==> config.mk <==
export PLATFORM = sky130hd
export DESIGN_NAME = rfwild_cnt_sequencer_flat
export DESIGN_NICKNAME = d
export VERILOG_FILES = /design/src/rtl/rfwild_cnt_sequencer_pkg.sv /design/src/rtl/rfwild_cnt_sequencer_if.sv /design/src/rtl/rfwild_cnt_sequencer_gap_timer.sv /design/src/rtl/rfwild_cnt_sequencer.sv /design/src/flat_wrapper.sv
export SDC_FILE = /design/constraint.sdc
export NUM_CORES = 1
export LEC_CHECK = 0
export BUFFER_PORTS_ARGS = -buffer_cell sky130_fd_sc_hd__buf_2
export CAP_MARGIN = 20
export CORE_ASPECT_RATIO = 1.1
export CORE_MARGIN = 2
export CORE_UTILIZATION = 55
export CTS_BUF_LIST = sky130_fd_sc_hd__clkbuf_16
export DETAILED_ROUTE_END_ITERATION = 10
export HOLD_SLACK_MARGIN = 0.12
export PLACE_DENSITY_LB_ADDON = 0.3
export SYNTH_ARGS = -nofsm -noshare
export SYNTH_HDL_FRONTEND = slang
export SYNTH_SLANG_ARGS = --single-unit
==> constraint.sdc <==
create_clock -name clk -period 5.8 [get_ports clk]
set_clock_uncertainty 0.1 [all_clocks]
set_input_delay 0.29 -clock clk [delete_from_list [all_inputs] [get_ports clk]]
set_output_delay 0.29 -clock clk [all_outputs]
set_load 0.1 [all_outputs]
==> src/rtl/rfwild_cnt_sequencer_pkg.sv <==
// rfwild_seq_pkg: state encoding and default widths shared by the RFWild counter sequencer files
package rfwild_seq_pkg;
    typedef enum logic [2:0] {IDLE, CLEAR, RUN, GAP, DONE, ERR} seq_state_t;
    localparam int CNT_W_DEF = 4;
    localparam int RUN_W_DEF = 4;
endpackage

==> src/rtl/rfwild_cnt_sequencer_if.sv <==
// rfwild_cnt_sequencer_if: control request/status plus counter drive/readback of the sequencer
interface rfwild_cnt_sequencer_if
    import rfwild_seq_pkg::*;
#(
    parameter int CNT_W = CNT_W_DEF,
    parameter int RUN_W = RUN_W_DEF
);
    logic             start;
    logic             stop;
    logic [CNT_W-1:0] tc_val;
    logic [RUN_W-1:0] n_runs;
    logic [CNT_W-1:0] cnt_in;
    logic             cnt_clr;
    logic             cnt_en;
    logic             busy;
    logic             done;
    logic             abort;
    logic [RUN_W-1:0] run_idx;
    logic             err;
    modport master (
        output start, stop, tc_val, n_runs, cnt_in,
        input  cnt_clr, cnt_en, busy, done, abort, run_idx, err
    );
    modport slave (
        input  start, stop, tc_val, n_runs, cnt_in,
        output cnt_clr, cnt_en, busy, done, abort, run_idx, err
    );
endinterface

==> src/rtl/rfwild_cnt_sequencer_gap_timer.sv <==
// rfwild_seq_gap_timer: loadable down-counter timing the idle gap between runs
module rfwild_seq_gap_timer #(
    parameter int GAP_CYC = 3
) (
    input  logic clk,
    input  logic reset,
    input  logic load,
    input  logic tick,
    output logic zero
);
    localparam int W = $clog2(GAP_CYC + 1);
    logic [W-1:0] cnt;
    always_ff @(posedge clk or negedge reset)
        if (!reset) cnt <= '0;
        else        cnt <= load ? W'(GAP_CYC - 1) : (tick && cnt != '0) ? cnt - 1'b1 : cnt;
    assign zero = cnt == '0;
endmodule

==> src/rtl/rfwild_cnt_sequencer.sv <==
// rfwild_cnt_sequencer: sequences N clear/count/gap runs of the RFWild counter.
// Define RFWILD_SEQ_CHECK_EN to add the shadow-counter check and the ERR state.
module rfwild_cnt_sequencer
    import rfwild_seq_pkg::*;
#(
    parameter int CNT_W   = CNT_W_DEF,
    parameter int RUN_W   = RUN_W_DEF,
    parameter int GAP_CYC = 3
) (
    input logic                   clk,
    input logic                   reset,
    rfwild_cnt_sequencer_if.slave bus
);
    seq_state_t       state, state_nx;
    logic [CNT_W-1:0] tc_lat;
    logic [RUN_W-1:0] n_lat, run_idx_q;
    logic             abort_q, at_tc, last_run, mismatch;
    logic             gap_load, gap_tick, gap_zero;

    assign at_tc    = bus.cnt_in == tc_lat;
    assign last_run = (run_idx_q + RUN_W'(1)) == n_lat;

    always_comb begin
        state_nx = state;
        gap_load = 1'b0;
        gap_tick = 1'b0;
        unique case (state)
            IDLE:  state_nx = (bus.start && !bus.stop && bus.n_runs != '0) ? CLEAR : IDLE;
            CLEAR: state_nx = RUN;
            RUN: begin
                gap_load = at_tc && !last_run;
                state_nx = mismatch ? ERR : !at_tc ? RUN : last_run ? DONE : (GAP_CYC == 0) ? CLEAR : GAP;
            end
            GAP: begin
                gap_tick = 1'b1;
                state_nx = gap_zero ? CLEAR : GAP;
            end
            DONE:    state_nx = IDLE;
            ERR:     state_nx = ERR;
            default: state_nx = IDLE;
        endcase
        if (bus.stop && state != IDLE) state_nx = IDLE;
    end

    always_ff @(posedge clk or negedge reset)
        if (!reset) begin
            state     <= IDLE;
            tc_lat    <= '0;
            n_lat     <= '0;
            run_idx_q <= '0;
            abort_q   <= 1'b0;
        end else begin
            state   <= state_nx;
            abort_q <= bus.stop && state != IDLE;
            if (state == IDLE && state_nx == CLEAR) begin
                tc_lat    <= bus.tc_val;
                n_lat     <= bus.n_runs;
                run_idx_q <= '0;
            end else if (state == RUN && at_tc && !bus.stop && !mismatch) begin
                run_idx_q <= run_idx_q + 1'b1;
            end
        end

    generate
        if (GAP_CYC > 0) begin : g_gap
            rfwild_seq_gap_timer #(.GAP_CYC(GAP_CYC)) u_gap (
                .clk   (clk),
                .reset (reset),
                .load  (gap_load),
                .tick  (gap_tick),
                .zero  (gap_zero)
            );
        end else begin : g_nogap
            assign gap_zero = 1'b1;
        end
    endgenerate

`ifdef RFWILD_SEQ_CHECK_EN
    // Shadow copy of the counter; any readback disagreement in RUN traps into ERR
    logic [CNT_W-1:0] shadow;
    always_ff @(posedge clk or negedge reset)
        if (!reset) shadow <= '0;
        else        shadow <= bus.cnt_clr ? '0 : bus.cnt_en ? shadow + 1'b1 : shadow;
    assign mismatch = state == RUN && bus.cnt_in != shadow;
    assign bus.err  = state == ERR;
`else
    assign mismatch = 1'b0;
    assign bus.err  = 1'b0;
`endif

    assign bus.busy    = state != IDLE;
    assign bus.cnt_clr = state == CLEAR;
    assign bus.cnt_en  = state == RUN && !at_tc && !bus.stop && !mismatch;
    assign bus.done    = state == DONE && !bus.stop;
    assign bus.abort   = abort_q;
    assign bus.run_idx = run_idx_q;
endmodule

==> src/flat_wrapper.sv <==
// flat-port wrapper written by rule: the top's interface ports become plain ports
module rfwild_cnt_sequencer_flat import rfwild_seq_pkg::*;
#(
    parameter int CNT_W   = CNT_W_DEF,
    parameter int RUN_W   = RUN_W_DEF,
    parameter int GAP_CYC = 3
)
  (clk, reset, bus_start, bus_stop, bus_tc_val, bus_n_runs, bus_cnt_in, bus_cnt_clr, bus_cnt_en, bus_busy, bus_done, bus_abort, bus_run_idx, bus_err);
  rfwild_cnt_sequencer_if #(.CNT_W(CNT_W), .RUN_W(RUN_W)) bus_i ();
  input logic clk;
  input logic reset;
  input wire logic [$bits(bus_i.start)-1:0] bus_start;
  input wire logic [$bits(bus_i.stop)-1:0] bus_stop;
  input wire logic [$bits(bus_i.tc_val)-1:0] bus_tc_val;
  input wire logic [$bits(bus_i.n_runs)-1:0] bus_n_runs;
  input wire logic [$bits(bus_i.cnt_in)-1:0] bus_cnt_in;
  output wire logic [$bits(bus_i.cnt_clr)-1:0] bus_cnt_clr;
  output wire logic [$bits(bus_i.cnt_en)-1:0] bus_cnt_en;
  output wire logic [$bits(bus_i.busy)-1:0] bus_busy;
  output wire logic [$bits(bus_i.done)-1:0] bus_done;
  output wire logic [$bits(bus_i.abort)-1:0] bus_abort;
  output wire logic [$bits(bus_i.run_idx)-1:0] bus_run_idx;
  output wire logic [$bits(bus_i.err)-1:0] bus_err;
  assign bus_i.start = bus_start;
  assign bus_i.stop = bus_stop;
  assign bus_i.tc_val = bus_tc_val;
  assign bus_i.n_runs = bus_n_runs;
  assign bus_i.cnt_in = bus_cnt_in;
  assign bus_cnt_clr = bus_i.cnt_clr;
  assign bus_cnt_en = bus_i.cnt_en;
  assign bus_busy = bus_i.busy;
  assign bus_done = bus_i.done;
  assign bus_abort = bus_i.abort;
  assign bus_run_idx = bus_i.run_idx;
  assign bus_err = bus_i.err;
  rfwild_cnt_sequencer #(.CNT_W(CNT_W), .RUN_W(RUN_W), .GAP_CYC(GAP_CYC)) u_core (.clk(clk), .reset(reset), .bus(bus_i));
endmodule
==> summary.txt, run 1 <==
final worst-path cycle share - 39.25%
post-CTS sizing - 0
die area - 2202 um^2
synth warn - 0
CTS Root Cell - clkbuf_16
Via density - 5.883
Yosys reg bits - 18
first-pass GRT wire length - 3525 um
number of synthesized flops with an enable pin - 0
Critical Path Sink Type - primary output
total negative slack - 0 ns
RSZ-0062 raised after global routing - no
power density over the cells - 355.8 nW/um^2
CTS tree - yes
CTS Buf Count - 3
Routed Antenna Nets - 0
HPWL Detailed - 1484 um
Vias - 806
nets - 138
top_reg_cell synth - dfrtp_1
HP Class - primary input to flop
Required @ worst endpoint - 5.41 ns
Ant. Diodes - 0
CTS Sinks - 18
Syn Inst Count - 96
I/O pins - 26
Synth cell types - 35
CTS Hold Bufs - 1
leading area contributor after synthesis - dfrtp_1
minimum clock period - 2.277 ns
CP arrival - 1.89 ns
proportion of layout cells with a drive suffix above 1 - 31.09%
setup bufs post-CTS - 0
IO buf count - 24
async set-reset flop share out of synthesis - 100.0%
vias in the first global route - 808
VDD IR-drop max - 0.2236 mV
gr usage total - 21.21%
die height - 49.02 um
Synth area leaders - dfrtp_1 44%, mux2_2 8.9%, xnor2_1 7.8%, a21oi_1 3.0%, ha_1 2.5%
fmax - 439.3 MHz
Worst Path Max Fanout - 10
gpl congestion - 0.8307
WHS - 0.1737 ns
Post-Syn Area - 1013 um^2
Syn Nets - 114
P_leak - 0.5637 nW
Skew-Pair Late Insertion Delay - 0.25 ns
DRT Pass-1 Iters - 4
MaxCap Viol Count - 0
final wirelength - 2047 um
initial antenna violation count - 0
DRT iter0 DRCs - 11
leading cell type in the layout, fill and taps excluded - buf_2
synthesis-to-finish area growth - 19.26%
CP startpoint kind - flop
floorplan row count - 16
syn_area_per_cell - 10.56 um^2
Fin. Hold Viols - 0
area of the multi-input gates - 515.5 um^2
post-synthesis sequential area ratio - 44.44%
post-synth top area share - 44.44%
Initial Utilization - 57.53%
largest net degree at the start of global routing - 19
Slew Limit Fails - 0
Core ar. - 1762 um^2
CTS H-Tree Depth - 1
Fillers - 143
grt ovf - 0
deepest clock path buffer count - 2
Chip Width - 44.93 um
Crit Path Class - flop to primary output
Reg area - 450.4 um^2
wire length per cell - 14.94 um
most frequent cells in the layout - 24 x buf_2, 18 x dfrtp_1, 9 x xnor2_1
# DRC - 0
outcome - finished clean
Setup Viol. Count Final - 0
clock slew at reported path FFs - 0.05 ns
power by group:
part           switching [W]  internal, W  total, W  leakage, nW
clock network      0.0000466    0.0000916  0.000138       0.0385
logic              0.0000724    0.0000506  0.000123        0.298
registers          0.0000185     0.000150  0.000169        0.228
total               0.000137     0.000293  0.000430        0.564
synthesized netlist by cell type, types with 2 or more instances:
master and instances:
buf_2 2, o21ai_0 3, o31ai_1 2, or4_1 2, nand2b_1 2, inv_1 3
nor2_1 5, dfrtp_1 18, xor2_1 2, ha_1 2, nor3_1 4, a21oi_1 6
clkbuf_1 2, xnor2_1 9, nor2b_1 2, mux2_2 8, nand3_1 4, or3_1 3
metrics by stage:
step	cells	setup WS [ns]	instance area, um^2	util, %	power (W)
3_3_place_gp	132	3.812	1120	63.57	0.0002880
5_1_grt	137	3.453	1209	68.61	0.0004490
3_5_place_dp	132	3.724	1120	63.57	0.0002929
6_report	137	3.523	1209	68.61	0.0004300
2_1_floorplan	96	1.687	1013	-	0.0002677
4_1_cts	137	3.540	1209	68.61	0.0004322
cell type report:
cell class	count	area share, %
clock buffer	3	6.211
clock inverter	1	0.3106
inverter	3	0.9317
multi-input combinational	69	42.65
sequential	18	37.27
tap	18	1.863
timing repair buffer	25	10.77
cell families after synthesis:
kind of cell / synth area share, %
other cells: 0.3700
buf+inv: 4.692
flops: 44.44
compound gates: 9.383
simple gates: 19.26
mux: 9.877
xor+xnor: 9.507
fa+ha+maj: 2.469
worst max-delay path, stage by stage (launching register included):
cell and delay (ns):
dfrtp_1 0.47, nand2b_4 0.19, or3_1 0.41, nor2_1 0.14, buf_2 0.44
flip-flops by register name, indices dropped and copies added (netlist names):
name	flops
u_core.tc_lat	4
u_core.bus.run_idx	4
u_core.n_lat	4
u_core.g_gap.u_gap.cnt	2
u_core.bus.abort	1
u_core.state	3
path summary, 6_finish.rpt:
| path | startpoint | endpoint | slack [ns] | depth (start not counted) |
|---|---|---|---|---|
| worst min register to register | u_core.g_gap.u_gap.cnt[1] | u_core.g_gap.u_gap.cnt[1] | 0.42 | 1 |
| worst min-delay path | bus_tc_val[2] | u_core.tc_lat[2] | 0.17 | 2 |
| max in group asynchronous | reset | u_core.tc_lat[2] | 4.91 | 2 |
| worst max-delay path | u_core.state[0] | bus_cnt_en | 3.52 | 4 |
| min in group asynchronous | reset | u_core.g_gap.u_gap.cnt[0] | 0.41 | 2 |
| worst max register to register | u_core.bus.run_idx[0] | u_core.g_gap.u_gap.cnt[1] | 3.72 | 4 |
per-layer routing:
layer	up-vias	GRT usage [%]	routed length [um]
li1	388	-	-
met1	393	27.23	863
met2	23	35.24	1089
met3	2	3.704	81
met4	0	6.863	13
met5	-	0	0
(Power assumes the default switching activity.)
==> run 2: changes to the inputs <==
--- a/config.mk
+++ b/config.mk
@@ -9,7 +9,7 @@
 export CAP_MARGIN = 20
 export CORE_ASPECT_RATIO = 1.1
 export CORE_MARGIN = 2
-export CORE_UTILIZATION = 55
+export CORE_UTILIZATION = 51
 export CTS_BUF_LIST = sky130_fd_sc_hd__clkbuf_16
 export DETAILED_ROUTE_END_ITERATION = 10
 export HOLD_SLACK_MARGIN = 0.12
==> constraint.sdc (replaced) <==
create_clock -name clk -period 2.3 [get_ports clk]
set_clock_uncertainty 0.1 [all_clocks]
set_input_delay 0.115 -clock clk [delete_from_list [all_inputs] [get_ports clk]]
set_output_delay 0.115 -clock clk [all_outputs]
set_load 0.1 [all_outputs]
==> summary.txt, run 2 (synthesis gave the netlist of run 1 again) <==
post-CTS sizing - 0
crit-path max cell delay - 0.48 ns
grt ovf - 0
CP top delay family - simple AND/OR/NAND/NOR gates
Slew Limit Fails - 0
HPWL Detailed - 1581 um
CTS Sinks - 18
internal power - 0.0007491 W
Worst Path Max Fanout - 10
switching power - 0.0003457 W
# DRC - 0
post-layout instance area - 1331 um^2
outcome - finished clean
Vias - 818
Critical-path top delay cell - dfrtp_1
CTS tree - yes
final wirelength - 2183 um
Critical Path Sink Type - primary output
gpl congestion - 0.7378
Routed Antenna Nets - 0
Setup Viol. Count Final - 0
clock share of power - 31.5%
CP startpoint kind - flop
Required @ worst endpoint - 2.09 ns
Ant. Diodes - 0
die area - 2360 um^2
WP buf/inv - 1
P_leak - 0.6005 nW
CTS Root Cell - clkbuf_16
Reg power frac - 39.0%
clock slew at reported path FFs - 0.05 ns
leading cell type in the layout, fill and taps excluded - buf_2
most frequent cells in the layout - 24 x buf_2, 14 x dfrtp_1, 10 x dlygate4sd3_1
initial antenna violation count - 0
I/O pins - 26
final worst-path cycle share - 92.03%
IO buf count - 24
power density over the cells - 822.4 nW/um^2
DRT iter0 DRCs - 8
DP Worst Slack - 0.2534 ns
deepest clock path buffer count - 2
Comb power frac - 29.5%
nets - 148
CTS Buf Count - 3
floorplan row count - 16
Fillers - 130
largest net degree at the start of global routing - 19
Chip Width - 46.51 um
Fin. Hold Viols - 0
MaxCap Viol Count - 0
fmax - 472.4 MHz
minimum clock period - 2.117 ns
Sw Ratio - 31.58%
Initial Utilization - 55.63%
DRT Pass-1 Iters - 4
vias in the first global route - 847
die height - 50.76 um
proportion of layout cells with a drive suffix above 1 - 34.11%
gr usage total - 21.78%
setup bufs post-CTS - 0
CP arrival - 1.90 ns
CTS H-Tree Depth - 1
Core ar. - 1822 um^2
final setup margin - 0.1832 ns
synthesis-to-finish area growth - 31.36%
Via density - 5.244
HP Class - primary input to asynchronous set/reset pin
crit path cell chain - nand2b_4, or3_1, nor2_2, buf_2
Crit Path Class - flop to primary output
wire length per cell - 13.99 um
VDD IR-drop max - 0.6449 mV
Skew-Pair Late Insertion Delay - 0.25 ns
CTS Hold Bufs - 10
DP Area - 1152 um^2
RSZ-0062 raised after global routing - no
first-pass GRT wire length - 3608 um
run 2: path summary, 6_finish.rpt:
check                                 startpoint                        end  slack, ns  cells past startpoint
min in group clk                   bus_cnt_in[1]      u_core.bus.run_idx[1]       0.32                      5
min                                        reset            u_core.state[2]       0.23                      2
max in group asynchronous                  reset      u_core.bus.run_idx[0]       1.56                      2
max reg2reg                u_core.bus.run_idx[0]  u_core.g_gap.u_gap.cnt[1]       0.25                      4
min reg2reg                u_core.bus.run_idx[2]      u_core.bus.run_idx[2]       0.42                      1
max                              u_core.state[0]                 bus_cnt_en       0.18                      4
run 2: routing by layer:
layer	part of all wire, %	up-vias	global-route usage [%]
met2	56	19	39.58
met3	3.5	4	3.957
li1	-	406	-
met1	39	389	22.94
met5	0	-	0
met4	1.6	0	10.00
run 2: power groups by stage:
stage	clock network [W]	registers [W]	logic (W)
after floorplan	0	0.000435	0.000242
after global placement	0	0.000427	0.000298
after detailed placement	0	0.000433	0.000311
after CTS	0.000352	0.000427	0.000326
after global routing	0.000366	0.000433	0.000349
final	0.000345	0.000427	0.000323
run 2: final cells by class:
type / count / area (um^2) / area share [%]
multi-input combinational: 69 / 524.3 / 39.38
sequential: 18 / 455.4 / 34.21
timing repair buffer: 35 / 227.7 / 17.11
clock buffer: 3 / 75.07 / 5.639
tap: 27 / 33.78 / 2.538
inverter: 3 / 11.26 / 0.8459
clock inverter: 1 / 3.754 / 0.2820
run 2: metrics by stage:
step	total power [W]	util, %	std cells	hold slack (ns)	setup TNS (ns)
2_1_floorplan	0.0006768	-	96	-0.2806	-0.2226
3_3_place_gp	0.0007252	63.26	142	-0.03403	0
3_5_place_dp	0.0007438	63.26	142	-0.03536	0
4_1_cts	0.001105	73.08	156	0.2413	0
5_1_grt	0.001148	73.08	156	0.2845	0
6_report	0.001095	73.08	156	0.2316	0
==> run 3: changes to the inputs <==
--- a/config.mk
+++ b/config.mk
@@ -5,11 +5,12 @@
 export SDC_FILE = /design/constraint.sdc
 export NUM_CORES = 1
 export LEC_CHECK = 0
+export ABC_AREA = 1
 export BUFFER_PORTS_ARGS = -buffer_cell sky130_fd_sc_hd__buf_2
 export CAP_MARGIN = 20
 export CORE_ASPECT_RATIO = 1.1
 export CORE_MARGIN = 2
-export CORE_UTILIZATION = 51
+export CORE_UTILIZATION = 52
 export CTS_BUF_LIST = sky130_fd_sc_hd__clkbuf_16
 export DETAILED_ROUTE_END_ITERATION = 10
 export HOLD_SLACK_MARGIN = 0.12
==> summary.txt, run 3 <==
P_leak - 0.7389 nW
wire length per cell - 10.45 um
Core ar. - 1957 um^2
proportion of layout cells with a drive suffix above 1 - 20.45%
M3 GR Usage - 3.180%
CTS H-Tree Depth - 1
CP startpoint kind - flop
Sw Ratio - 45.56%
Setup Viol. Count Final - 0
GRT met2 Usage - 37.67%
Post-Syn Area - 1060 um^2
Comb power frac - 45.8%
DRT Pass-1 Iters - 4
CTS tree - yes
Routed Antenna Nets - 0
grt met1 use - 25.22%
count leader, synth - nand2_1
minimum clock period - 1.869 ns
clock share of power - 21.6%
internal power - 0.0008531 W
Worst Path Max Fanout - 5
nets - 196
power density over the cells - 1150 nW/um^2
die area - 2416 um^2
final wirelength - 2131 um
Required @ worst endpoint - 2.09 ns
number of synthesized flops with an enable pin - 0
switching power - 0.0007139 W
Critical Path Sink Type - primary output
Slew Limit Fails - 0
Via density - 4.887
top_reg_cell synth - dfrtp_1
outcome - finished clean
async set-reset flop share out of synthesis - 100.0%
gr usage total - 21.90%
RSZ-0062 raised after global routing - no
IO buf count - 24
post-route insts no fill - 204
CTS Root Cell - clkbuf_16
CP arrival - 1.65 ns
post-synth top area share - 42.50%
Initial Utilization - 54.16%
gpl congestion - 0.8569
largest net degree at the start of global routing - 19
syn_area_per_cell - 7.463 um^2
most common library cells after synthesis - 52 x nand2_1, 19 x inv_1, 18 x dfrtp_1, 12 x nand3_1, 8 x nor2_1
post-layout instance area - 1363 um^2
CTS Sinks - 18
DRT iter0 DRCs - 12
VDD IR-drop max - 0.5805 mV
Vias - 997
Yosys reg bits - 18
MaxCap Viol Count - 0
Fin. Hold Viols - 0
clock slew at reported path FFs - 0.05 ns
I/O pins - 26
Synth cell types - 25
HPWL Detailed - 1549 um
DP Area - 1187 um^2
Synth area leaders - dfrtp_1 43%, nand2_1 18%, inv_1 6.7%, nand3_1 5.7%, xnor2_1 3.3%
Ant. Diodes - 0
fmax - 535.1 MHz
Crit Path Class - flop to primary output
Placed Cells - 191
Syn Nets - 160
vias in the first global route - 984
layer with the highest usage - met2
Skew-Pair Late Insertion Delay - 0.25 ns
grt ovf - 0
synth warn - 0
initial antenna violation count - 0
leading area contributor after synthesis - dfrtp_1
die height - 51.35 um
Syn Inst Count - 142
post-CTS sizing - 0
# DRC - 0
HP Class - primary input to asynchronous set/reset pin
first-pass GRT wire length - 3795 um
WHS - 0.2348 ns
final worst-path cycle share - 81.26%
most frequent cells in the layout - 52 x nand2_1, 24 x buf_2, 19 x inv_1
CTS Buf Count - 3
leading cell type in the layout, fill and taps excluded - nand2_1
synthesis-to-finish area growth - 28.57%
deepest clock path buffer count - 2
Chip Width - 47.05 um
Reg power frac - 32.6%
floorplan row count - 17
post-synthesis sequential area ratio - 42.50%
[run 3: power by group through the flow]
stage | Sequential [W] | Combinational [W] | Clock [W]
2_1_floorplan | 0.000578 | 0.000537 | 0
3_3_place_gp | 0.000509 | 0.000694 | 0
3_5_place_dp | 0.000514 | 0.000706 | 0
4_1_cts | 0.000510 | 0.000722 | 0.000347
6_report | 0.000511 | 0.000718 | 0.000338
5_1_grt | 0.000523 | 0.000801 | 0.000359
[run 3: what timing repair did]
| item | 4_1_cts | 5_1_grt |
|---|---|---|
| buffers inserted | 0 | 0 |
| hold buffers | 10 | 0 |
| endpoints found under the hold margin | 27 | 0 |
[run 3: cell type report]
class / count / area, um^2
fillers: 161 / 594.3
well taps: 28 / 35.03
repair buffers: 34 / 220.2
inverters: 21 / 86.33
multi-input cells: 100 / 495.5
clock buffers: 3 / 75.07
flip-flops and latches: 18 / 450.4
[run 3: critical path, stage by stage (launching register included)]
cell and delay [ns]:
dfrtp_1 0.43, nor3_2 0.25, inv_1 0.12, nor3_2 0.16, buf_2 0.44
[run 3: final timing paths]
kind	from	endpoint	slack (ns)	cells after the start
setup / recovery	u_core.state[0]	bus_cnt_en	0.43	4
hold / removal	reset	u_core.bus.run_idx[2]	0.23	2
setup reg to reg	u_core.bus.run_idx[0]	u_core.g_gap.u_gap.cnt[0]	0.58	8
hold reg to reg	u_core.tc_lat[3]	u_core.tc_lat[3]	0.39	2
max in group asynchronous	reset	u_core.tc_lat[3]	1.58	2
min in group clk	bus_cnt_in[2]	u_core.state[2]	0.26	6
[run 3: routing by layer]
metal / wire [um] / share of wire (%)
met4: 34 / 1.6
met1: 893 / 42
met5: 0 / 0
met3: 120 / 5.6
met2: 1083 / 51
[run 3: cells by family (layout without fill, tap and decap cells)]
group                      count (synthesis)  in the layout  share of synthesized area (%)
and+or+nand+nor                           83             83                          34.59
buffers and inverters                     24             58                          11.81
DFF                                       18             18                          42.50
AOI/OAI and AO/OA                          9              9                          4.250
xor gates and xnor gates                   5              5                          4.132
adders and majority gates                  2              2                          2.361
other                                      1              1                         0.3539
[run 3: per-stage QoR]
step                worst slack, ns  TNS (ns)  power, W  util, %
floorplan                   -0.1059   -0.1059  0.001115        -
global placement             0.6400         0  0.001203    60.68
detailed placement           0.6004         0  0.001220    60.68
CTS                          0.4315         0  0.001579    69.63
global route                 0.3271         0  0.001683    69.63
finish                       0.4311         0  0.001567    69.63
